## src/rtl/acc_write_seq_pkg.sv

```systemverilog
// Shared types for the accumulator write sequencer: FSM states and the
// delay-line entry that carries one row's write controls.
package acc_write_seq_pkg;

  // Entry address field is sized for the widest supported accumulator.
  localparam int ACC_ADDR_MAX = 32;

  typedef enum logic [1:0] {
    IDLE  = 2'd0,
    ISSUE = 2'd1,
    DRAIN = 2'd2
  } acc_seq_state_e;

  typedef struct packed {
    logic                    valid;
    logic [ACC_ADDR_MAX-1:0] addr;
    logic                    accumulate;
  } acc_wr_entry_t;

endpackage

```

## src/rtl/acc_write_seq_delay_line.sv

```systemverilog
// Generic fixed-depth shift register; advances only on enable, synchronous
// active-low clear of every stage.
module delay_line #(
  parameter int WIDTH = 8,
  parameter int DEPTH = 1
) (
  input  logic             clk,
  input  logic             rst_n,
  input  logic             enable,
  input  logic [WIDTH-1:0] din,
  output logic [WIDTH-1:0] dout
);

  logic [WIDTH-1:0] stage [DEPTH];

  always_ff @(posedge clk) begin
    if (!rst_n) begin
      for (int i = 0; i < DEPTH; i++) stage[i] <= '0;
    end else if (enable) begin
      stage[0] <= din;
      for (int i = 1; i < DEPTH; i++) stage[i] <= stage[i-1];
    end
  end

  assign dout = stage[DEPTH-1];

endmodule

```

## src/rtl/acc_write_seq.sv

```systemverilog
// Accumulator write sequencer: issues one row per enabled cycle and replays
// each row's address/flag through a LATENCY-deep line to the write port.
//
// Handshake: an instruction transfers on a clock edge where instr_valid,
// instr_ready and enable are all high; instr_* are ignored otherwise.
module acc_write_seq
  import acc_write_seq_pkg::*;
#(
  parameter int MATRIX_WIDTH   = 14,
  parameter int ACC_ADDR_WIDTH = 16,
  parameter int LENGTH_WIDTH   = 32,
  parameter int LATENCY        = 2*MATRIX_WIDTH+2
) (
  input  logic                      clk,
  input  logic                      rst_n,
  input  logic                      enable,
  input  logic                      instr_valid,
  output logic                      instr_ready,
  input  logic [ACC_ADDR_WIDTH-1:0] instr_acc_addr,
  input  logic [LENGTH_WIDTH-1:0]   instr_length,
  input  logic                      instr_accumulate,
  output logic                      row_issue,
  output logic                      acc_wr_en,
  output logic [ACC_ADDR_WIDTH-1:0] acc_wr_addr,
  output logic                      acc_accumulate,
  output logic                      busy,
  output logic                      done,
  output acc_seq_state_e            dbg_state
);

  localparam int CNT_W = $clog2(LATENCY+1);

  acc_seq_state_e            state;
  logic [ACC_ADDR_WIDTH-1:0] addr_ctr;
  logic [LENGTH_WIDTH-1:0]   remaining;
  logic                      acc_flag;
  logic [CNT_W-1:0]          inflight;
  logic [CNT_W-1:0]          inflight_nxt;
  acc_wr_entry_t             push_entry;
  acc_wr_entry_t             head;

  // Idle slots push an all-zero entry so the write address reads 0 when unused.
  always_comb begin
    push_entry = '0;
    if (state == ISSUE) begin
      push_entry.valid      = 1'b1;
      push_entry.addr       = ACC_ADDR_MAX'(addr_ctr);
      push_entry.accumulate = acc_flag;
    end
  end

  always_comb begin
    inflight_nxt = inflight;
    case ({push_entry.valid, head.valid})
      2'b10:   inflight_nxt = inflight + CNT_W'(1);
      2'b01:   inflight_nxt = inflight - CNT_W'(1);
      default: inflight_nxt = inflight;
    endcase
  end

  always_ff @(posedge clk) begin
    if (!rst_n) begin
      state     <= IDLE;
      addr_ctr  <= '0;
      remaining <= '0;
      acc_flag  <= 1'b0;
      inflight  <= '0;
      done      <= 1'b0;
    end else if (enable) begin
      inflight <= inflight_nxt;
      done     <= 1'b0;
      case (state)
        IDLE: begin
          if (instr_valid) begin
            addr_ctr  <= instr_acc_addr;
            remaining <= instr_length;
            acc_flag  <= instr_accumulate;
            state     <= (instr_length == '0) ? DRAIN : ISSUE;
          end
        end
        ISSUE: begin
          addr_ctr  <= addr_ctr + ACC_ADDR_WIDTH'(1);
          remaining <= remaining - LENGTH_WIDTH'(1);
          if (remaining == LENGTH_WIDTH'(1)) state <= DRAIN;
        end
        DRAIN: begin
          // done is held for exactly one enabled cycle before returning idle.
          if (done) state <= IDLE;
          else if (inflight_nxt == '0) done <= 1'b1;
        end
        default: state <= IDLE;
      endcase
    end
  end

  delay_line #(
    .WIDTH($bits(acc_wr_entry_t)),
    .DEPTH(LATENCY)
  ) u_delay_line (
    .clk    (clk),
    .rst_n  (rst_n),
    .enable (enable),
    .din    (push_entry),
    .dout   (head)
  );

  generate
    if (ACC_ADDR_WIDTH < ACC_ADDR_MAX) begin : g_addr_pad
      logic unused_head_addr;
      assign unused_head_addr = ^head.addr[ACC_ADDR_MAX-1:ACC_ADDR_WIDTH];
    end
  endgenerate

  assign instr_ready    = (state == IDLE);
  assign busy           = (state != IDLE);
  assign row_issue      = (state == ISSUE);
  assign acc_wr_en      = head.valid;
  assign acc_wr_addr    = head.addr[ACC_ADDR_WIDTH-1:0];
  assign acc_accumulate = head.accumulate;
  assign dbg_state      = state;

endmodule

```

## config.mk

```make
export PLATFORM = sky130hd
export DESIGN_NAME = acc_write_seq
export DESIGN_NICKNAME = d
export VERILOG_FILES = /design/src/rtl/acc_write_seq_pkg.sv /design/src/rtl/acc_write_seq_delay_line.sv /design/src/rtl/acc_write_seq.sv
export SDC_FILE = /design/constraint.sdc
export NUM_CORES = 1
export LEC_CHECK = 0
export ABC_CLOCK_PERIOD_IN_PS = 43700
export CORE_MARGIN = 3
export CORE_UTILIZATION = 43
export CTS_CLUSTER_DIAMETER = 60
export DETAILED_ROUTE_END_ITERATION = 8
export PLACE_DENSITY = 0.56
export RECOVER_POWER = 100
export SYNTH_ARGS = -nofsm -noshare
export SYNTH_HDL_FRONTEND = slang
export SYNTH_HIERARCHICAL = 1
export SYNTH_SLANG_ARGS = --single-unit
```

## constraint.sdc

```tcl
create_clock -name clk -period 43.7 [get_ports clk]
set_clock_uncertainty 0.1 [all_clocks]
set_input_delay 13.11 -clock clk [delete_from_list [all_inputs] [get_ports clk]]
set_output_delay 13.11 -clock clk [all_outputs]
set_load 0.005 [all_outputs]
```

Word level (Yosys, flattened, before mapping)
Memory sizes are Yosys's and may differ from the RTL's. Index checks and enable logic that the tools add are counted.

Bits in registers: 57. RAM bits: 1020. Input port bits: 53. Output and inout bits: 24. Word-level logic and storage cells: 105. Memories kept: 1.

Add/subtract/negate cells: 4. Eq/ne operators: 8. Mux-type cells: 48. Bitwise gates (word level): 30. Reductions and logical operators: 8.

Memory list: u_delay_line.stage (depth 30, bits a word 34, read ports 30, clocked after memory_dff 0, wr ports 30, RTL line acc_write_seq_delay_line.sv:14) `logic [WIDTH-1:0] stage [DEPTH];`.

Operators by type and width (count): $mux W34 (31); $pmux W32 S2 (1); $eq A32 B1 Y1 const B (1); $logic_not A32 Y1 (1); $mux W32 (1); $pmux W16 S2 (1); $sub A32 B1 Y32 const B (1); $or A1 B1 Y1 (30); $add A16 B1 Y16 const B (1); $mux W16 (1); $pmux W5 S2 (1); $mux W2 (4); $mux W1 (7); $pmux W2 S3 (1); $reduce_and A3 Y1 (2); $add A5 B1 Y5 const B (1); $logic_not A5 Y1 (1); $sub A5 B1 Y5 const B (1); $eq A2 B1 Y1 const B (2); $eq A2 B2 Y1 const B (2); $ne A2 B2 Y1 const B (2); $reduce_and A4 Y1 (1); $reduce_bool A2 Y1 (2); $logic_not A2 Y1 (1); $ne A2 B1 Y1 const B (1).

Depth between registers and ports, before layout
Gate-level depths: netlist of the first run.

Depth in word-level cells: 8. Gate-level depth with buffers: 12. Gate-level depth less buffers: 9.

Hierarchy
Netlist of the first run, hierarchy kept.

Modules (own cells, without submodules): delay_line (times used 1, cells each 2256, area each 38102.8 um2, seq. area each 30629.4 um2); acc_write_seq (times used 1, cells each 501, area each 3812.4 um2, seq. area each 1141.1 um2).

Least setup slack after synthesis of the first run
No wires, ideal clock.

Kind: in2reg. From: input enable. To: memory u_delay_line/stage[0][0] in the netlist's numbering (enable). Library setup time: 1.585 ns. Data arrival time: 37.913 ns. Slack: 4.102 ns. Stages: 3. Cell sequence: buf_4 -> buf_2 -> nand2b_1.

RTL lines: start: declaration (RTL line acc_write_seq.sv:16) `input logic enable,`; end: declaration (RTL line acc_write_seq_delay_line.sv:14).

==> impl_metrics.toml, run 1 <==
[run_status]
status = "complete, but fails checks"
violations = "capacitance limit, slew limit"

[clock_network]
htreeDepth = 3
clock_sinks = 597
insertion_delay_ps = 570
cts-resized-gates = 0
cts_made_buffers = 67
post-cts-setup-buffers = 0
cts_root_buf = "clkbuf_16"
clk_path_buf_depth = 3
tritoncts = "built"
cts.hold.buffers_added = 0
clkSlewWorstSetupHoldPaths_ps = 60

[critical_path]
cp_max_fo = 213
crit_path_end_kind = "flip-flop"
arrival_ps = 26710
crit_required_ps = 43440
crit_path_start_kind = "input port"
crit_type = "in -> reg"

[detailed_routing]
detail_route.first_pass.iterations = 5
drtIter0Drc = 1077
drc = 0
antenna_left = 0
routed_wl_um = 38700
vias = 13020
vias_per_cell = 5.21
routedWlPerCell_um = 15.5

[floorplan]
die_w_um = 243
ios = 77
dieArea_mm2 = 0.0592
initial_core_util_pct = 43.7
rows = 86
core_mm2 = 0.0554
die-height_um = 243

[global_routing]
grt_pass1_vias = 12540
grt_first_pass_wirelength_um = 64500
antenna_found_initial = 0
grt.overflow.total = 0
track_usage_pct = 13.0
grt_start_max_net_pins = 338

[placed_design]
globalplace.congestion = 0.785
post-dp-hpwl_um = 18500
dp_slack_ps = 26710
place.port_buffers = 76
post-place-cells = 2384

[timing]
slew_viol_final = 1125
hold_viol_final = 0
fin_crit_sh_pct = 61.7
relSlewSlack_pct = -624
rsz0062_at_grt = "no"
worstMarginPinSlew_ps = 10860
period_minus_slack_ps = 26980
fin_ws_ps = 16720
tns_ps = 0
fmax_mhz = 37.1
final-setup-viol-count = 0

[cells_and_area]
layout.nets = 1764
num_antenna_cells = 0
syn_to_final_growth_pct = 11.7
stdcell_count = 2501
drive_gt1_share_pct = 5.53

[worst_hold_path]
hold_path_class = "reg -> reg"

[power]
ir_drop_mv = 0.0319
p_leak_nw = 11.0
powerDensity_mw_per_mm2 = 47.7

[yosys]
yosys_warnings = 6
synthesis.nets = 1807
postSynthCellCount = 1748
syn-cell-area_mm2 = 0.0242
avgSynthCellArea_um2 = 13.9

[flow_run]
maxCapViolations = 9
-- power by group --
part | switching (mW) | total (mW) | internal, mW
logic | 0.0518 | 0.0822 | 0.0304
registers | 0.0128 | 0.681 | 0.669
clock network | 0.212 | 0.527 | 0.316
total | 0.276 | 1.29 | 1.01
-- critical path: stages --
cell and delay [ps]:
clkbuf_1 1570, nand2b_1 3750, clkbuf_1 7720
-- sequential cells by signal (all words and copies together) (netlist names) --
register	flops
addr_ctr	16
done	1
acc_flag	1
remaining	32
inflight	5
dbg_state	2
u_delay_line/stage	540
-- final cells by class --
type / count / area [um2]
Clock inverter: 27 / 268
Inverter: 13 / 48.8
Sequential cell: 597 / 17400
Timing Repair Buffer: 89 / 823
Clock buffer: 90 / 1780
Multi-Input combinational cell: 937 / 5860
Tap cell: 748 / 936
Fill cell: 4785 / 28300
-- through the flow --
step	hold slack, ps	cell area (um2)	util (%)	total power, mW
global route	389	27100	48.9	1.35
CTS	362	27200	49.0	1.31
detailed placement	354	25100	45.3	0.772
finish	357	27100	48.9	1.29
global placement	350	25100	45.3	0.770
floorplan	332	24200	-	0.763
-- cell usage in the layout, fill, tap and decap left out, types with 8 or more instances in the layout --
cell and n:
nand4_1 8, mux2i_1 11, xor2_1 8, clkinv_1 13
nor2_1 49, nand2_1 44, nor3_1 23, a221oi_1 11
clkbuf_1 31, nand3_1 9, inv_1 13, and2_1 103
dlygate4sd3_1 22, edfxtp_1 540, o21ai_0 30, a21oi_1 45
nor4_1 18, and3_1 327, clkdlybuf4s50_1 52, clkbuf_16 68
dfxtp_1 57, and2_0 129, a211oi_1 9
-- worst paths after layout --
path	startpoint	endpoint	slack (ps)	depth (start not counted)
setup / recovery	rst_n	u_delay_line/stage[1][445]$_SDFFCE_PN0P_	16720	3
setup reg to reg	dbg_state[0]$_SDFFE_PN0P_	remaining[23]$_SDFFE_PN0P_	40090	6
hold / removal	acc_flag$_SDFFE_PN0P_	acc_flag$_SDFFE_PN0P_	360	2
hold reg to reg	acc_flag$_SDFFE_PN0P_	acc_flag$_SDFFE_PN0P_	360	2
-- metal layers --
| metal | share of wire, % | global-route usage [%] | up-vias |
|---|---|---|---|
| li1 | - | - | 6313 |
| met4 | 2.8 | 4.62 | 0 |
| met5 | 0 | 0 | - |
| met2 | 46 | 19.8 | 213 |
| met1 | 47 | 18.2 | 6410 |
| met3 | 4.0 | 3.15 | 84 |
Note: power is estimated with default switching activity, not from simulation.
==> run 2, diff against run 1 <==
Settings changed: ABC_CLOCK_PERIOD_IN_PS 43700 to 22800, PLACE_DENSITY 0.56 to 0.58.
Clock period 43.7 ns to 22.8 ns, I/O delays scaled along.
==> run 2 against run 1 <==
The flow still finishes with violations (capacitance limit, slew limit). Wire length decreased by 2.1%. Cell count is 0.28% lower. Critical endpoint is now u_delay_line/stage[1][273]$_SDFFCE_PN0P_. Cell area decreased by 0.68%. Count of clock-buffer cells in the layout decreased by 10. Highest routed layer unchanged.
==> impl_metrics.toml, run 2 (synthesis gave the netlist of run 1 again) <==
[cells_and_area]
largest_reg_flops = 540
final_common_cell = "edfxtp_1"
regMostFlops = "u_delay_line/stage"
syn_to_final_growth_pct = 11.0
largest_registers = "u_delay_line/stage (540), remaining (32), addr_ctr (16)"
drive_gt1_share_pct = 5.67
layout.nets = 1759
num_antenna_cells = 0
layout_common_cells = "edfxtp_1 (540), and3_1 (327), and2_1 (169)"
finish.utilization_pct = 48.5
final_cell_area_mm2 = 0.0269

[global_routing]
antenna_found_initial = 0
grt_pass1_vias = 12590
grt.overflow.total = 0
track_usage_pct = 12.6
grt_first_pass_wirelength_um = 63600
grt_start_max_net_pins = 338

[clock_network]
insertion_delay_ps = 600
clkSlewWorstSetupHoldPaths_ps = 60
cts_made_buffers = 61
post-cts-setup-buffers = 0
clk_path_buf_depth = 3
tritoncts = "built"
cts_root_buf = "clkbuf_16"
cts-resized-gates = 0
clock_sinks = 597
cts.hold.buffers_added = 0
htreeDepth = 2

[detailed_routing]
antenna_left = 0
routed_wl_um = 37900
detail_route.first_pass.iterations = 6
drc = 0
drtIter0Drc = 1081
vias_per_cell = 5.22
vias = 13019
routedWlPerCell_um = 15.2

[critical_path]
arrival_ps = 15230
crit_required_ps = 22920
crit_type = "in -> reg"
crit_path_end_kind = "flip-flop"
cp_max_fo = 107
crit_path_start_kind = "input port"

[power]
internal_power_mw = 1.85
power.switching_mw = 0.515
switching_share_pct = 21.8
power_mw = 2.37
combPwrFrac_pct = 6.6
clockPowerShare_pct = 38.6
ir_drop_mv = 0.0598
sequentialPowerShare_pct = 54.8
powerDensity_mw_per_mm2 = 88.1
p_leak_nw = 11.0

[placed_design]
globalplace.congestion = 0.781
post-dp-hpwl_um = 18900
place_area_mm2 = 0.0251
place.port_buffers = 76
dp_slack_ps = 11310

[timing]
tns_ps = 0
worstMarginPinSlew_ps = 4790
relSlewSlack_pct = -219
hold_viol_final = 0
slew_viol_final = 546
rsz0062_at_grt = "no"
fin_ws_ps = 7690
period_minus_slack_ps = 15110
final-setup-viol-count = 0
fin_crit_sh_pct = 66.3
fmax_mhz = 66.2

[floorplan]
initial_core_util_pct = 43.7
rows = 86
dieArea_mm2 = 0.0592
die_w_um = 243
ios = 77
core_mm2 = 0.0554
die-height_um = 243

[run_status]
violations = "capacitance limit, slew limit"
status = "complete, but fails checks"

[flow_run]
maxCapViolations = 7

[worst_hold_path]
hold_path_class = "reg -> reg"
## run 2: cell type report
cell class / count / area [um2]
Tap cell: 748 / 936
Timing Repair Buffer: 90 / 847
Clock inverter: 29 / 206
Multi-Input combinational cell: 937 / 5860
Fill cell: 4816 / 28500
Sequential cell: 597 / 17400
Clock buffer: 80 / 1630
Inverter: 13 / 48.8
## run 2: routing by layer
layer	up-vias	share of wire (%)	GRT usage (%)	wire, um
met2	202	46	19.7	17500
met4	0	2.8	5.04	1080
met5	-	0	0	0
met3	81	3.8	2.29	1420
li1	6333	-	-	-
met1	6403	47	17.7	17900
## run 2: power groups by stage
| stage | Clock, mW | Sequential [mW] | Combinational (mW) |
|---|---|---|---|
| after floorplan | 0 | 1.34 | 0.122 |
| after global placement | 0 | 1.32 | 0.155 |
| after detailed placement | 0 | 1.32 | 0.159 |
| after CTS | 0.953 | 1.30 | 0.160 |
| after global routing | 0.995 | 1.31 | 0.176 |
| final | 0.915 | 1.30 | 0.156 |
## run 2: metrics by stage
step	std cells	hold WS (ps)
2_1_floorplan	1748	332
3_3_place_gp	2385	345
3_5_place_dp	2385	345
4_1_cts	2494	353
5_1_grt	2494	384
6_report	2494	350
## run 2: path summary, 6_finish.rpt
path	startpoint	end	slack [ps]	depth (start not counted)
worst max-delay path	enable	u_delay_line/stage[1][273]$_SDFFCE_PN0P_	7690	4
worst min-delay path	acc_flag$_SDFFE_PN0P_	acc_flag$_SDFFE_PN0P_	350	2
worst max register to register	dbg_state[0]$_SDFFE_PN0P_	remaining[21]$_SDFFE_PN0P_	18260	5
worst min register to register	acc_flag$_SDFFE_PN0P_	acc_flag$_SDFFE_PN0P_	350	2
## run 2: worst max-delay path: stages
cell and delay, ps:
clkbuf_1 2380, nand2b_1 2070, clkbuf_1 2550, buf_4 1160
==> run 3, diff against run 2 <==
Settings changed: ABC_CLOCK_PERIOD_IN_PS 22800 to 15800, PLACE_DENSITY 0.58 to 0.56.
Clock period 22.8 ns to 15.8 ns, I/O delays scaled along.
==> run 3 against run 2 <==
The run still ends with capacitance limit, slew limit left. Non-clock buffer count is 1 lower. Cell area is 0.13% higher. Critical path depth is 1 lower. Sequential share of layout area is 0.084 points lower. Via count is 0.28% lower. Largest cell class unchanged. Largest power group unchanged. Highest routed layer unchanged.
==> impl_metrics.toml, run 3 (synthesis gave the netlist of run 1 again) <==
[detailed_routing]
routedWlPerCell_um = 15.5
detail_route.first_pass.iterations = 4
routed_wl_um = 38700
antenna_left = 0
vias_per_cell = 5.21
drc = 0
vias = 12983
drtIter0Drc = 946

[critical_path]
crit_required_ps = 15090
crit_path_end_kind = "flip-flop"
crit_path_start_kind = "input port"
crit_type = "in -> reg"
arrival_ps = 10440
cp_max_fo = 191

[placed_design]
post-place-cells = 2384
globalplace.congestion = 0.820
place_area_mm2 = 0.0251
post-dp-hpwl_um = 18800
place.port_buffers = 76

[cells_and_area]
finish.utilization_pct = 48.6
largest_registers = "u_delay_line/stage (540), remaining (32), addr_ctr (16)"
n_fill_cell = 4820
seq_area_mm2 = 0.0174
layout_common_cells = "edfxtp_1 (540), and3_1 (327), and2_1 (121)"
final_common_cell = "edfxtp_1"
regMostFlops = "u_delay_line/stage"
layout.nets = 1757
syn_to_final_growth_pct = 11.1
num_antenna_cells = 0
multiInputGateArea_mm2 = 0.00586
stdcell_count = 2494
largest_reg_flops = 540
final_cell_area_mm2 = 0.0269
drive_gt1_share_pct = 5.61

[global_routing]
track_usage_pct = 12.8
grt_pass1_vias = 12689
grt_first_pass_wirelength_um = 64300
grt.overflow.total = 0
grt_start_max_net_pins = 348
antenna_found_initial = 0

[run_status]
status = "complete, but fails checks"
violations = "capacitance limit, slew limit"

[timing]
fin_crit_sh_pct = 70.6
worstMarginPinSlew_ps = 4640
period_minus_slack_ps = 11150
tns_ps = 0
slew_viol_final = 506
fmax_mhz = 89.7
rsz0062_at_grt = "no"
hold_viol_final = 0
final-setup-viol-count = 0
relSlewSlack_pct = -209

[flow_run]
maxCapViolations = 6

[clock_network]
cts_root_buf = "clkbuf_16"
cts_made_buffers = 60
insertion_delay_ps = 610
clock_sinks = 597
cts.hold.buffers_added = 0
htreeDepth = 2
clkSlewWorstSetupHoldPaths_ps = 60
tritoncts = "built"
post-cts-setup-buffers = 0
clk_path_buf_depth = 3
cts-resized-gates = 0

[power]
ir_drop_mv = 0.0940
p_leak_nw = 10.9
powerDensity_mw_per_mm2 = 128

[floorplan]
ios = 77
core_mm2 = 0.0554
rows = 86
die_w_um = 243
dieArea_mm2 = 0.0592
initial_core_util_pct = 43.7
die-height_um = 243

[worst_hold_path]
hold_path_class = "reg -> reg"
-- run 3: path summary, 6_finish.rpt --
| kind | to | slack (ps) | cells after the start | from |
|---|---|---|---|---|
| worst max-delay path | u_delay_line/stage[0][383]$_SDFFCE_PN0P_ | 4650 | 3 | rst_n |
| worst min-delay path | acc_flag$_SDFFE_PN0P_ | 350 | 2 | acc_flag$_SDFFE_PN0P_ |
| worst max register to register | remaining[30]$_SDFFE_PN0P_ | 12250 | 6 | dbg_state[0]$_SDFFE_PN0P_ |
| worst min register to register | acc_flag$_SDFFE_PN0P_ | 350 | 2 | acc_flag$_SDFFE_PN0P_ |
-- run 3: cell type report --
cell class              count  area share [%]
multi-input cells         937            21.8
clock buffers              77            5.89
flip-flops and latches    597            64.5
inverters                  13           0.181
clock inverters            33            1.05
repair buffers             89            3.15
well taps                 748            3.48
-- run 3: worst max-delay path, stage by stage --
cell and delay, ps:
clkbuf_1 1750, nand2b_4 1160, clkbuf_2 2460
-- run 3: metrics by stage --
| step | setup slack (ps) | hold slack [ps] | power, mW |
|---|---|---|---|
| floorplan | 3250 | 332 | 2.09 |
| global placement | 7060 | 346 | 2.13 |
| detailed placement | 6990 | 348 | 2.14 |
| CTS | 7640 | 357 | 3.51 |
| global route | 3780 | 383 | 3.61 |
| finish | 4650 | 352 | 3.45 |
-- run 3: routing by layer --
layer	part of all wire, %	vias up	track usage [%]
met3	4.3	74	2.92
met4	2.2	0	4.52
met2	47	195	19.9
met1	47	6402	17.8
met5	0	-	0
li1	-	6312	-
-- run 3: report_power, final --
part / switching (mW) / total, mW / internal [mW]
Clock: 0.568 / 1.35 / 0.786
Sequential: 0.0353 / 1.88 / 1.84
Combinational: 0.143 / 0.226 / 0.0822
Total: 0.746 / 3.45 / 2.71
